$ cat src/rtl/ifetch_prefetch_if.sv
// Program-memory read bus: fetch drives the address,
// memory answers with the word combinationally.
interface RdBusInterface #(
  parameter int ADDR_WIDTH = 32,
  parameter int INST_WIDTH = 32
);
  logic [ADDR_WIDTH-1:0] Addr;
  logic [INST_WIDTH-1:0] RdData;

  modport master (output Addr, input RdData);
  modport slave  (input Addr, output RdData);
endinterface

$ cat src/rtl/ifetch_prefetch.sv
// Fetch stage: PC, prefetch FIFO and decode handshake.
// Define IFETCH_BYPASS_EN to forward the word straight to decode when empty.
module ifetch_prefetch #(
  parameter int ADDR_WIDTH = 32,
  parameter int INST_WIDTH = 32,
  parameter int DEPTH = 4,
  parameter logic [ADDR_WIDTH-1:0] RESET_ADDR = '0
) (
  input  logic                  i_Clock,
  input  logic                  i_Reset,
  RdBusInterface.master         io_PgmBus,
  input  logic                  i_Redirect,
  input  logic [ADDR_WIDTH-1:0] i_RedirectAddr,
  output logic                  o_InstValid,
  output logic [INST_WIDTH-1:0] o_Inst,
  output logic [ADDR_WIDTH-1:0] o_InstPC,
  input  logic                  i_InstReady
);

  localparam int PW = $clog2(DEPTH);
  localparam int CW = $clog2(DEPTH + 1);

  typedef struct packed {
    logic [ADDR_WIDTH-1:0] pc;
    logic [INST_WIDTH-1:0] inst;
  } fetch_ent_t;

  fetch_ent_t            fifo [DEPTH];
  logic [ADDR_WIDTH-1:0] pc;
  logic [PW-1:0]         wptr;
  logic [PW-1:0]         rptr;
  logic [CW-1:0]         count;
  logic                  empty;
  logic                  full;
  logic                  pop;
  logic                  push;
  logic                  bypass;
  logic                  adv;

  assign io_PgmBus.Addr = pc;

  assign empty = (count == '0);
  assign full  = (count == CW'(DEPTH));

`ifdef IFETCH_BYPASS_EN
  assign bypass = empty & ~i_Redirect & i_InstReady;
`else
  assign bypass = 1'b0;
`endif

  assign pop  = ~empty & i_InstReady & ~i_Redirect;
  assign push = ~i_Redirect & ~bypass & (~full | pop);
  assign adv  = push | bypass;

  always_ff @(posedge i_Clock) begin
    if (!i_Reset) begin
      pc    <= RESET_ADDR;
      count <= '0;
      wptr  <= '0;
      rptr  <= '0;
    end else if (i_Redirect) begin
      pc    <= {i_RedirectAddr[ADDR_WIDTH-1:2], 2'b00};
      count <= '0;
      wptr  <= '0;
      rptr  <= '0;
    end else begin
      if (adv)  pc   <= pc + ADDR_WIDTH'(4);
      if (push) wptr <= wptr + PW'(1);
      if (pop)  rptr <= rptr + PW'(1);
      count <= count + CW'(push) - CW'(pop);
    end
  end

  // Storage needs no reset: outputs are gated by the count.
  always_ff @(posedge i_Clock) begin
    if (i_Reset && push)
      fifo[wptr] <= '{pc: pc, inst: io_PgmBus.RdData};
  end

  always_comb begin
    o_InstValid = ~empty;
    o_Inst      = '0;
    o_InstPC    = '0;
    if (!empty) begin
      o_Inst   = fifo[rptr].inst;
      o_InstPC = fifo[rptr].pc;
    end else if (bypass) begin
      o_InstValid = 1'b1;
      o_Inst      = io_PgmBus.RdData;
      o_InstPC    = pc;
    end
  end

endmodule

$ cat src/flat_wrapper.sv
// flat-port wrapper written by rule: the top's interface ports become plain ports
module ifetch_prefetch_flat 
#(
  parameter int ADDR_WIDTH = 32,
  parameter int INST_WIDTH = 32,
  parameter int DEPTH = 4,
  parameter logic [ADDR_WIDTH-1:0] RESET_ADDR = '0
)
  (i_Clock, i_Reset, i_Redirect, i_RedirectAddr, o_InstValid, o_Inst, o_InstPC, i_InstReady, io_PgmBus_Addr, io_PgmBus_RdData);
  RdBusInterface #(.ADDR_WIDTH(ADDR_WIDTH), .INST_WIDTH(INST_WIDTH)) io_PgmBus_i ();
  input  logic i_Clock;
  input  logic i_Reset;
  input  logic i_Redirect;
  input  logic [ADDR_WIDTH-1:0] i_RedirectAddr;
  output logic o_InstValid;
  output logic [INST_WIDTH-1:0] o_Inst;
  output logic [ADDR_WIDTH-1:0] o_InstPC;
  input  logic i_InstReady;
  output wire logic [$bits(io_PgmBus_i.Addr)-1:0] io_PgmBus_Addr;
  input wire logic [$bits(io_PgmBus_i.RdData)-1:0] io_PgmBus_RdData;
  assign io_PgmBus_Addr = io_PgmBus_i.Addr;
  assign io_PgmBus_i.RdData = io_PgmBus_RdData;
  ifetch_prefetch #(.ADDR_WIDTH(ADDR_WIDTH), .INST_WIDTH(INST_WIDTH), .DEPTH(DEPTH), .RESET_ADDR(RESET_ADDR)) u_core (.i_Clock(i_Clock), .i_Reset(i_Reset), .io_PgmBus(io_PgmBus_i), .i_Redirect(i_Redirect), .i_RedirectAddr(i_RedirectAddr), .o_InstValid(o_InstValid), .o_Inst(o_Inst), .o_InstPC(o_InstPC), .i_InstReady(i_InstReady));
endmodule
$ cat config.mk
export PLATFORM = sky130hd
export DESIGN_NAME = ifetch_prefetch_flat
export DESIGN_NICKNAME = d
export VERILOG_FILES = /design/src/rtl/ifetch_prefetch_if.sv /design/src/rtl/ifetch_prefetch.sv /design/src/flat_wrapper.sv
export SDC_FILE = /design/constraint.sdc
export NUM_CORES = 1
export LEC_CHECK = 0
export BUFFER_PORTS_ARGS = -buffer_cell sky130_fd_sc_hd__buf_2
export CORE_ASPECT_RATIO = 1.1
export CORE_UTILIZATION = 45
export DETAILED_ROUTE_END_ITERATION = 6
export GPL_TIMING_DRIVEN = 0
export HOLD_SLACK_MARGIN = 0.03
export PLACE_DENSITY = 0.72
export SLEW_MARGIN = 20
export SYNTH_ARGS = -nofsm -noshare
export SYNTH_HDL_FRONTEND = slang
export SYNTH_SLANG_ARGS = --single-unit
$ cat constraint.sdc
create_clock -name i_Clock -period 4.15 [get_ports i_Clock]
set_input_delay 0.83 -clock i_Clock [delete_from_list [all_inputs] [get_ports i_Clock]]
set_output_delay 0.83 -clock i_Clock [all_outputs]
set_load 0.005 [all_outputs]
# Word level (Yosys, flattened, before mapping)
# Memory sizes are Yosys's and may differ from the RTL's. A register that Yosys moved wholly into a read port is not among the register bits.
# Index checks and enable logic that the tools add are counted.
totals:
  ff_bits: 39
  ramBits: 256
  input_bits: 68
  wordCells: 32
  mem_count: 1
op_classes:
  n_addsub: 5
  eq_ne: 1
  n_mux: 8
  bitwise: 8
  reduce_logical: 4
mem_list:
  columns: ["name", "words", "word_bits", "rd", "rd_ports_with_merged_regs", "wr", "line_no", "rtl"]
  rows:
  - ["u_core.fifo", 4, 64, 1, 1, 1, "ifetch_prefetch.sv:28", "fetch_ent_t fifo [DEPTH];"]
op_table:
  columns: ["operator", "n"]
  rows:
  - ["32-bit two-way mux", 4]
  - ["32-bit by 3-bit adder with 32-bit output (second input constant)", 1]
  - ["2-bit by 1-bit adder with 2-bit output (second input constant)", 2]
  - ["2-bit two-way mux", 2]
  - ["1-bit inverter", 4]
  - ["3-bit by 1-bit adder with 3-bit output", 1]
  - ["1-bit bitwise AND", 3]
  - ["3-bit equality test (second input constant)", 1]
  - ["3-bit logical NOT", 1]
  - ["3-bit by 1-bit subtractor with 3-bit output", 1]
  - ["1-bit two-way mux", 2]
  - ["2-bit nonzero test", 1]
  - ["2-bit OR reduction", 1]
  - ["1-bit logical AND", 1]
  - ["1-bit OR", 1]

# Longest topological paths before layout
# Gate-level depths: netlist (run 1).
depth:
  word_depth: 9
  mapped_depth: 8
  ltp_nobuf: 8

# Worst setup path before layout (run 1)
# OpenSTA, ideal clock, no wires.
synth_timing:
  kind: "input-to-reg"
  start: "input i_Redirect"
  end: "memory u_core.fifo[0][0] in the netlist's numbering (enable)"
  setup_time_ns: 0.427
  arrival_time_ns: 2.905
  t_required_ns: 3.723
  setup_slack_ns: 0.818
  stages: 4
  cell_sequence: "nand2b_1 > nand2b_1 > clkbuf_1 > and3_1"
synth_via:
  elab_chain_cells: 7
synth_rtl:
  columns: ["element", "line_no", "rtl"]
  rows:
  - ["start: declaration", "flat_wrapper.sv:13", "input logic i_Redirect;"]
  - ["1-bit inverter (*)", "ifetch_prefetch.sv:51, ifetch_prefetch.sv:52", null]
  - ["1-bit bitwise AND", "ifetch_prefetch.sv:51", "assign pop = ~empty & i_InstReady & ~i_Redirect;"]
  - ["1-bit OR", "ifetch_prefetch.sv:52", "assign push = ~i_Redirect & ~bypass & (~full | pop);"]
  - ["1-bit bitwise AND (*)", "ifetch_prefetch.sv:52", null]
  - ["1-bit logical AND (*)", "ifetch_prefetch.sv:76", "if (i_Reset && push)"]
  - ["1-bit two-way mux (*)", "ifetch_prefetch.sv:76", null]
  - ["1-bit two-way mux (not written as such) (*)", "ifetch_prefetch.sv:77", "fifo[wptr] <= '{pc: pc, inst: io_PgmBus.RdData};"]
  - ["end: declaration", "ifetch_prefetch.sv:28", null]
# Mark *: on every way between the ends. The rest lies on a longest branch, timed or not.

==> impl_metrics.json, run 1 <==
{
  "post_cts_resized": 0,
  "wl_per_cell_um": 19.9,
  "r2r_slack_ns": 1.57,
  "holdWs_ns": 0.497,
  "dp_hpwl_um": 15300,
  "synth_xor_area_share_pct": 2.52,
  "cp.arrival_ns": 2.65,
  "yosys.area_share.simple_pct": 8.18,
  "final_cells": 1185,
  "htreeDepth": 1,
  "ff_latch_area_sq_mm": 0.00823,
  "power.density_mw_per_mm2": 458,
  "fillCellCount": 1982,
  "clockBufferDepth": 3,
  "ys_async_sr_fraction_pct": 0,
  "fin_crit_ns": 3.48,
  "gp_congestion": 0.797,
  "worstReg2RegStart": "u_core.count[2]$_SDFF_PP0_",
  "hold_path.class": "input pin to flop",
  "cp_data_required_time_ns": 3.32,
  "nNetsFinal": 927,
  "finalHoldViolCount": 0,
  "overflow": 0,
  "r2r_end": "u_core.count[2]$_SDFF_PP0_",
  "clock_tree.root_cell": "clkbuf_16",
  "reg2reg_depth": 8,
  "fin_tns_setup_ns": 0,
  "area_growth_pct": 20.1,
  "min_period_over_period_pct": 83.8,
  "ys_seq_area_share_pct": 71.6,
  "rsz0062_at_grt": "no",
  "ys_types": 40,
  "worst_pin_slew_ns": 0.692,
  "critPathKind": "flop to primary output",
  "grt_pass1_vias": 6474,
  "ir_drop_mv": 0.302,
  "start_util_pct": 46.4,
  "netlist_instances": 653,
  "hold_end": "u_core.fifo[0][30]$_DFFE_PP_",
  "vias": 6392,
  "routed_wl_um": 23600,
  "synth_compound_area_share_pct": 2.74,
  "leakagePower_uw": 0.00480,
  "syn_area_sq_mm": 0.0115,
  "final_layout_size_suffix_gt1_share_pct": 33.9,
  "portBuffers": 158,
  "synth_edf_count": 248,
  "synth_fa_ha_area_share_pct": 0.937,
  "cp-end-kind": "primary output",
  "die_h_um": 170,
  "antenna_found_initial": 0,
  "synthMuxAreaShare_pct": 12.2,
  "dp_cells": 1129,
  "grtUsageTotal_pct": 18.4,
  "dr.pass1.iters": 5,
  "clk_pin_slew_ns": 0.06,
  "viasPerCell": 5.39,
  "grt_max_degree": 46,
  "fmax_mhz": 288,
  "post-route-util_pct": 55.7,
  "whs_path_depth": 1,
  "yosys_warnings": 0,
  "worstHoldStart": "io_PgmBus_RdData[30]",
  "coreArea_sq_mm": 0.0248,
  "ys_ff_latch": 287,
  "io_pins": 165,
  "setup_violations": 0,
  "clk-insertion-delay-late_ns": 0.55,
  "cts_made_buffers": 30,
  "initialDrtViolationCount": 335,
  "post-cts-setup-buffers": 0,
  "slew_headroom_pct": 53.9,
  "cts_hold_buf": 0,
  "cp-start-kind": "flop",
  "finClkSkew_ns": 0.00925,
  "synth_top_family_by_area": "multiplexers",
  "ant_nets": 0,
  "die_area_sq_mm": 0.0262,
  "grt_pass1_wl_um": 36800,
  "crit_fanout": 10,
  "maxSlewViolCount": 0,
  "rows": 60,
  "status": "finished, final reports clean",
  "cts_tree": "built",
  "syn_area_per_cell_sq_um": 17.6,
  "multi_input_area_sq_mm": 0.00310,
  "drc": 0,
  "antennaDiodeCount": 0,
  "die_x_um": 154,
  "drv_cap": 0,
  "ys.flop_type": "edfxtp_1",
  "clock_sinks": 287
}
state kept, by name (all words and copies together), names as in the netlist, named ones only:
signal	flops
u_core.count	3
u_core.rptr	2
u_core.fifo	248
u_core.wptr	2
u_core.io_PgmBus.Addr	30
stage by stage:
stage | total power (uW) | instance area, sq um | worst slack [ns]
detailed placement | 3770 | 12800 | 1.10
global route | 6530 | 13800 | 0.469
floorplan | 3550 | 11500 | 0.818
CTS | 6380 | 13800 | 0.489
global placement | 3750 | 12700 | -0.732
finish | 6320 | 13800 | 0.673
area by class of cell:
cell class / instances / area share [%]
tap: 310 / 2.81
clock buffer: 40 / 6.01
buffer: 38 / 1.23
inverter: 8 / 0.218
clock inverter: 16 / 1.08
sequential: 287 / 59.6
multi-input combinational: 323 / 22.5
timing repair buffer: 163 / 6.56
layout by cell type (no fill, tap or decap), types with 8 or more instances in the layout:
cell type	count
nor2b_1	65
o21ai_0	26
a21oi_1	24
mux4_2	62
inv_1	8
xor2_1	8
nor2_1	12
clkbuf_1	31
edfxtp_1	248
buf_2	167
xnor2_1	25
clkbuf_16	31
nand2_1	20
dfxtp_1	39
nor3_1	8
routing by layer:
metal | GRT usage (%) | vias to the layer above | wire, um
li1 | - | 2940 | -
met1 | 24.7 | 3205 | 10200
met5 | 0 | - | 0
met2 | 31.6 | 209 | 11600
met3 | 2.73 | 38 | 1350
met4 | 4.56 | 0 | 391
report_power, final:
| part | internal (uW) | switching [uW] | total (uW) |
|---|---|---|---|
| clock | 1530 | 1090 | 2620 |
| combinational | 189 | 217 | 407 |
| sequential | 3220 | 67.9 | 3290 |
| total | 4950 | 1370 | 6320 |
critical path, cell delays in order (launching register included):
cell and delay [ns]:
dfxtp_1 0.30, clkbuf_1 0.47, clkbuf_1 0.59, mux4_2 0.41
nor2b_1 0.16, buf_2 0.16
logic make-up after synthesis:
kind of cell             count (synthesis)
flip-flops                             287
other                                    1
XOR/XNOR                                33
adder cells (fa/ha/maj)                  8
AO/OA/AOI/OAI                           57
buffers and inverters                   46
multiplexers                            63
AND/OR/NAND/NOR                        158
cells in the mapped netlist, types with 5 or more instances:
| master | instances | area [sq um] |
|---|---|---|
| o21ai_0 | 26 | 130 |
| and3_1 | 8 | 50.1 |
| nand4_1 | 7 | 43.8 |
| nand2b_1 | 5 | 31.3 |
| edfxtp_1 | 248 | 7450 |
| a21oi_1 | 24 | 120 |
| clkbuf_1 | 24 | 90.1 |
| nor2_1 | 12 | 45.0 |
| inv_1 | 8 | 30.0 |
| nand2_1 | 20 | 75.1 |
| nor3_1 | 9 | 45.0 |
| mux4_2 | 62 | 1400 |
| and4_1 | 5 | 43.8 |
| nand3_1 | 7 | 35.0 |
| nor2b_1 | 65 | 407 |
| xor2_1 | 8 | 70.1 |
| ha_1 | 7 | 87.6 |
| dfxtp_1 | 39 | 781 |
| xnor2_1 | 25 | 219 |
| buf_2 | 9 | 45.0 |
worst max-delay path by stage:
stage	startpoint	endpoint
2_1_floorplan	i_Redirect	u_core.fifo[0][0]$_DFFE_PP_
3_3_place_gp	i_Redirect	u_core.fifo[0][26]$_DFFE_PP_
3_5_place_dp	flop	o_InstPC[5]
4_1_cts	flop	o_InstPC[8]
5_1_grt	flop	o_InstPC[30]
6_report	flop	o_InstPC[8]
No activity file was read; power rests on OpenSTA's default activity.
==> inputs of run 2 (changes only) <==
--- a/config.mk
+++ b/config.mk
@@ -11,7 +11,7 @@
 export DETAILED_ROUTE_END_ITERATION = 6
 export GPL_TIMING_DRIVEN = 0
 export HOLD_SLACK_MARGIN = 0.03
-export PLACE_DENSITY = 0.72
+export PLACE_DENSITY = 0.75
 export SLEW_MARGIN = 20
 export SYNTH_ARGS = -nofsm -noshare
 export SYNTH_HDL_FRONTEND = slang
==> constraint.sdc (replaced) <==
create_clock -name i_Clock -period 3 [get_ports i_Clock]
set_input_delay 0.6 -clock i_Clock [delete_from_list [all_inputs] [get_ports i_Clock]]
set_output_delay 0.6 -clock i_Clock [all_outputs]
set_load 0.005 [all_outputs]
==> run 2 against run 1 <==
Net effect:
- cell area decreased by 0.63%
- sequential share of layout area rose by 0.39 points
- final cell count shrank 0.68%
- routed wire length is 1.6% lower
- clock-buffer cell count decreased by 5
- via count decreased by 1.8%
- non-clock buffer count down 2
- worst setup slack worse by 0.47 ns
- flip-flop and latch count unchanged
- clock power up 26%
- worst hold slack got worse by 0.21 ns
- global-route usage decreased by 0.33 points
- highest routed layer unchanged
==> impl_metrics.json, run 2 (synthesis gave the netlist of run 1 again) <==
{
  "regMostFlops": "u_core.fifo",
  "initialDrtViolationCount": 344,
  "vias": 6278,
  "area_growth_pct": 19.3,
  "cts_made_buffers": 29,
  "start_util_pct": 46.4,
  "wl_per_cell_um": 19.7,
  "cp.arrival_ns": 2.20,
  "cts_hold_buf": 0,
  "largest_reg_flops": 248,
  "nNetsFinal": 924,
  "grt_max_degree": 42,
  "min_period_over_period_pct": 93.4,
  "clock_sinks": 287,
  "top_layer_used": "met4",
  "die_area_sq_mm": 0.0262,
  "p_sw_share_pct": 21.1,
  "cts_tree": "built",
  "die_h_um": 170,
  "clock_tree.root_cell": "clkbuf_16",
  "critPathKind": "flop to primary output",
  "finClkSkew_ns": 0.0100,
  "finalHoldViolCount": 0,
  "post-route-util_pct": 55.3,
  "slew_headroom_pct": 59.4,
  "cp-end-kind": "primary output",
  "maxSlewViolCount": 0,
  "dp_hpwl_um": 15300,
  "route.met2.wl_um": 11500,
  "routed_wl_um": 23200,
  "post-cts-setup-buffers": 0,
  "coreArea_sq_mm": 0.0248,
  "antenna_found_initial": 0,
  "status": "finished, final reports clean",
  "ir_drop_mv": 0.340,
  "cp-start-kind": "flop",
  "fin_crit_ns": 2.80,
  "power_frac_clock_pct": 39.3,
  "antennaDiodeCount": 0,
  "clk_pin_slew_ns": 0.06,
  "final_layout_size_suffix_gt1_share_pct": 34.3,
  "io_pins": 165,
  "drc": 0,
  "leakagePower_uw": 0.00477,
  "rsz0062_at_grt": "no",
  "p_total_uw": 8430,
  "clockBufferDepth": 3,
  "gp_congestion": 0.806,
  "holdWs_ns": 0.285,
  "p_int_uw": 6650,
  "power.density_mw_per_mm2": 615,
  "layout_common_cells": "edfxtp_1, buf_2, nor2b_1, mux4_2, dfxtp_1",
  "cp_data_required_time_ns": 2.40,
  "mostFrequentLayoutCell": "edfxtp_1",
  "power_frac_seq_pct": 54.1,
  "setup_violations": 0,
  "htreeDepth": 1,
  "die_x_um": 154,
  "met3WireLength_um": 1330,
  "hold_path.class": "input pin to flop",
  "drt-met1-wl_um": 9980,
  "combPwrFrac_pct": 6.6,
  "overflow": 0,
  "rows": 60,
  "viasPerCell": 5.33,
  "fmax_mhz": 357,
  "p_sw_uw": 1780,
  "drv_cap": 0,
  "clk-insertion-delay-late_ns": 0.53,
  "grt_pass1_vias": 6388,
  "grtUsageTotal_pct": 18.0,
  "worst_pin_slew_ns": 0.609,
  "portBuffers": 158,
  "ant_nets": 0,
  "dr.pass1.iters": 4,
  "grt_pass1_wl_um": 35900,
  "crit_fanout": 10
}
==> run 2: cell type report <==
class | count | area (sq um)
inverters | 8 | 30.0
clock buffers | 35 | 748
multi-input cells | 323 | 3100
clock inverters | 15 | 123
fillers | 1970 | 11100
plain buffers | 36 | 189
well taps | 310 | 388
repair buffers | 163 | 905
flip-flops and latches | 287 | 8230
==> run 2: worst paths after layout <==
check | start | endpoint | slack [ns] | cells after the start
worst max-delay path | flop | o_InstPC[11] | 0.20 | 4
worst min-delay path | io_PgmBus_RdData[21] | u_core.fifo[1][21]$_DFFE_PP_ | 0.28 | 1
worst min register to register | u_core.wptr[1]$_SDFFE_PP0N_ | u_core.wptr[1]$_SDFFE_PP0N_ | 0.50 | 2
worst max register to register | u_core.count[2]$_SDFF_PP0_ | u_core.count[2]$_SDFF_PP0_ | 0.42 | 8
==> run 2: per-layer routing <==
layer / track usage (%) / up-vias
met5: 0 / -
met4: 4.09 / 0
met3: 2.78 / 33
met2: 31.5 / 195
met1: 23.9 / 3123
li1: - / 2927
==> run 2: per-stage QoR <==
stage / area, sq um / setup slack (ns) / std cells / TNS, ns
after floorplan: 11500 / 0.589 / 656 / 0
after global placement: 12700 / -0.531 / 1124 / -105.12
after detailed placement: 12800 / 0.175 / 1129 / 0
after CTS: 13700 / 0.00141 / 1177 / 0
after global routing: 13700 / 0.0536 / 1177 / 0
final: 13700 / 0.199 / 1177 / 0
==> run 2: power by group through the flow <==
stage               clock [uW]  combinational, uW  sequential, uW
floorplan                    0                294            4610
global placement             0                545            4640
detailed placement           0                571            4640
CTS                       3390                574            4560
global route              3520                623            4570
finish                    3310                561            4560
==> run 2: what timing repair did <==
action                                  CTS  global route
resized for setup                        14             3
cloned                                    0             0
pin swaps                                 0             0
hold endpoints to repair                  0             0
endpoints found under the setup margin   60             6
==> run 2: critical path, cell delays in order (launching register included) <==
cell and delay [ns]:
dfxtp_1 0.58, clkbuf_2 0.37, mux4_2 0.40, nor2b_1 0.18, buf_2 0.14
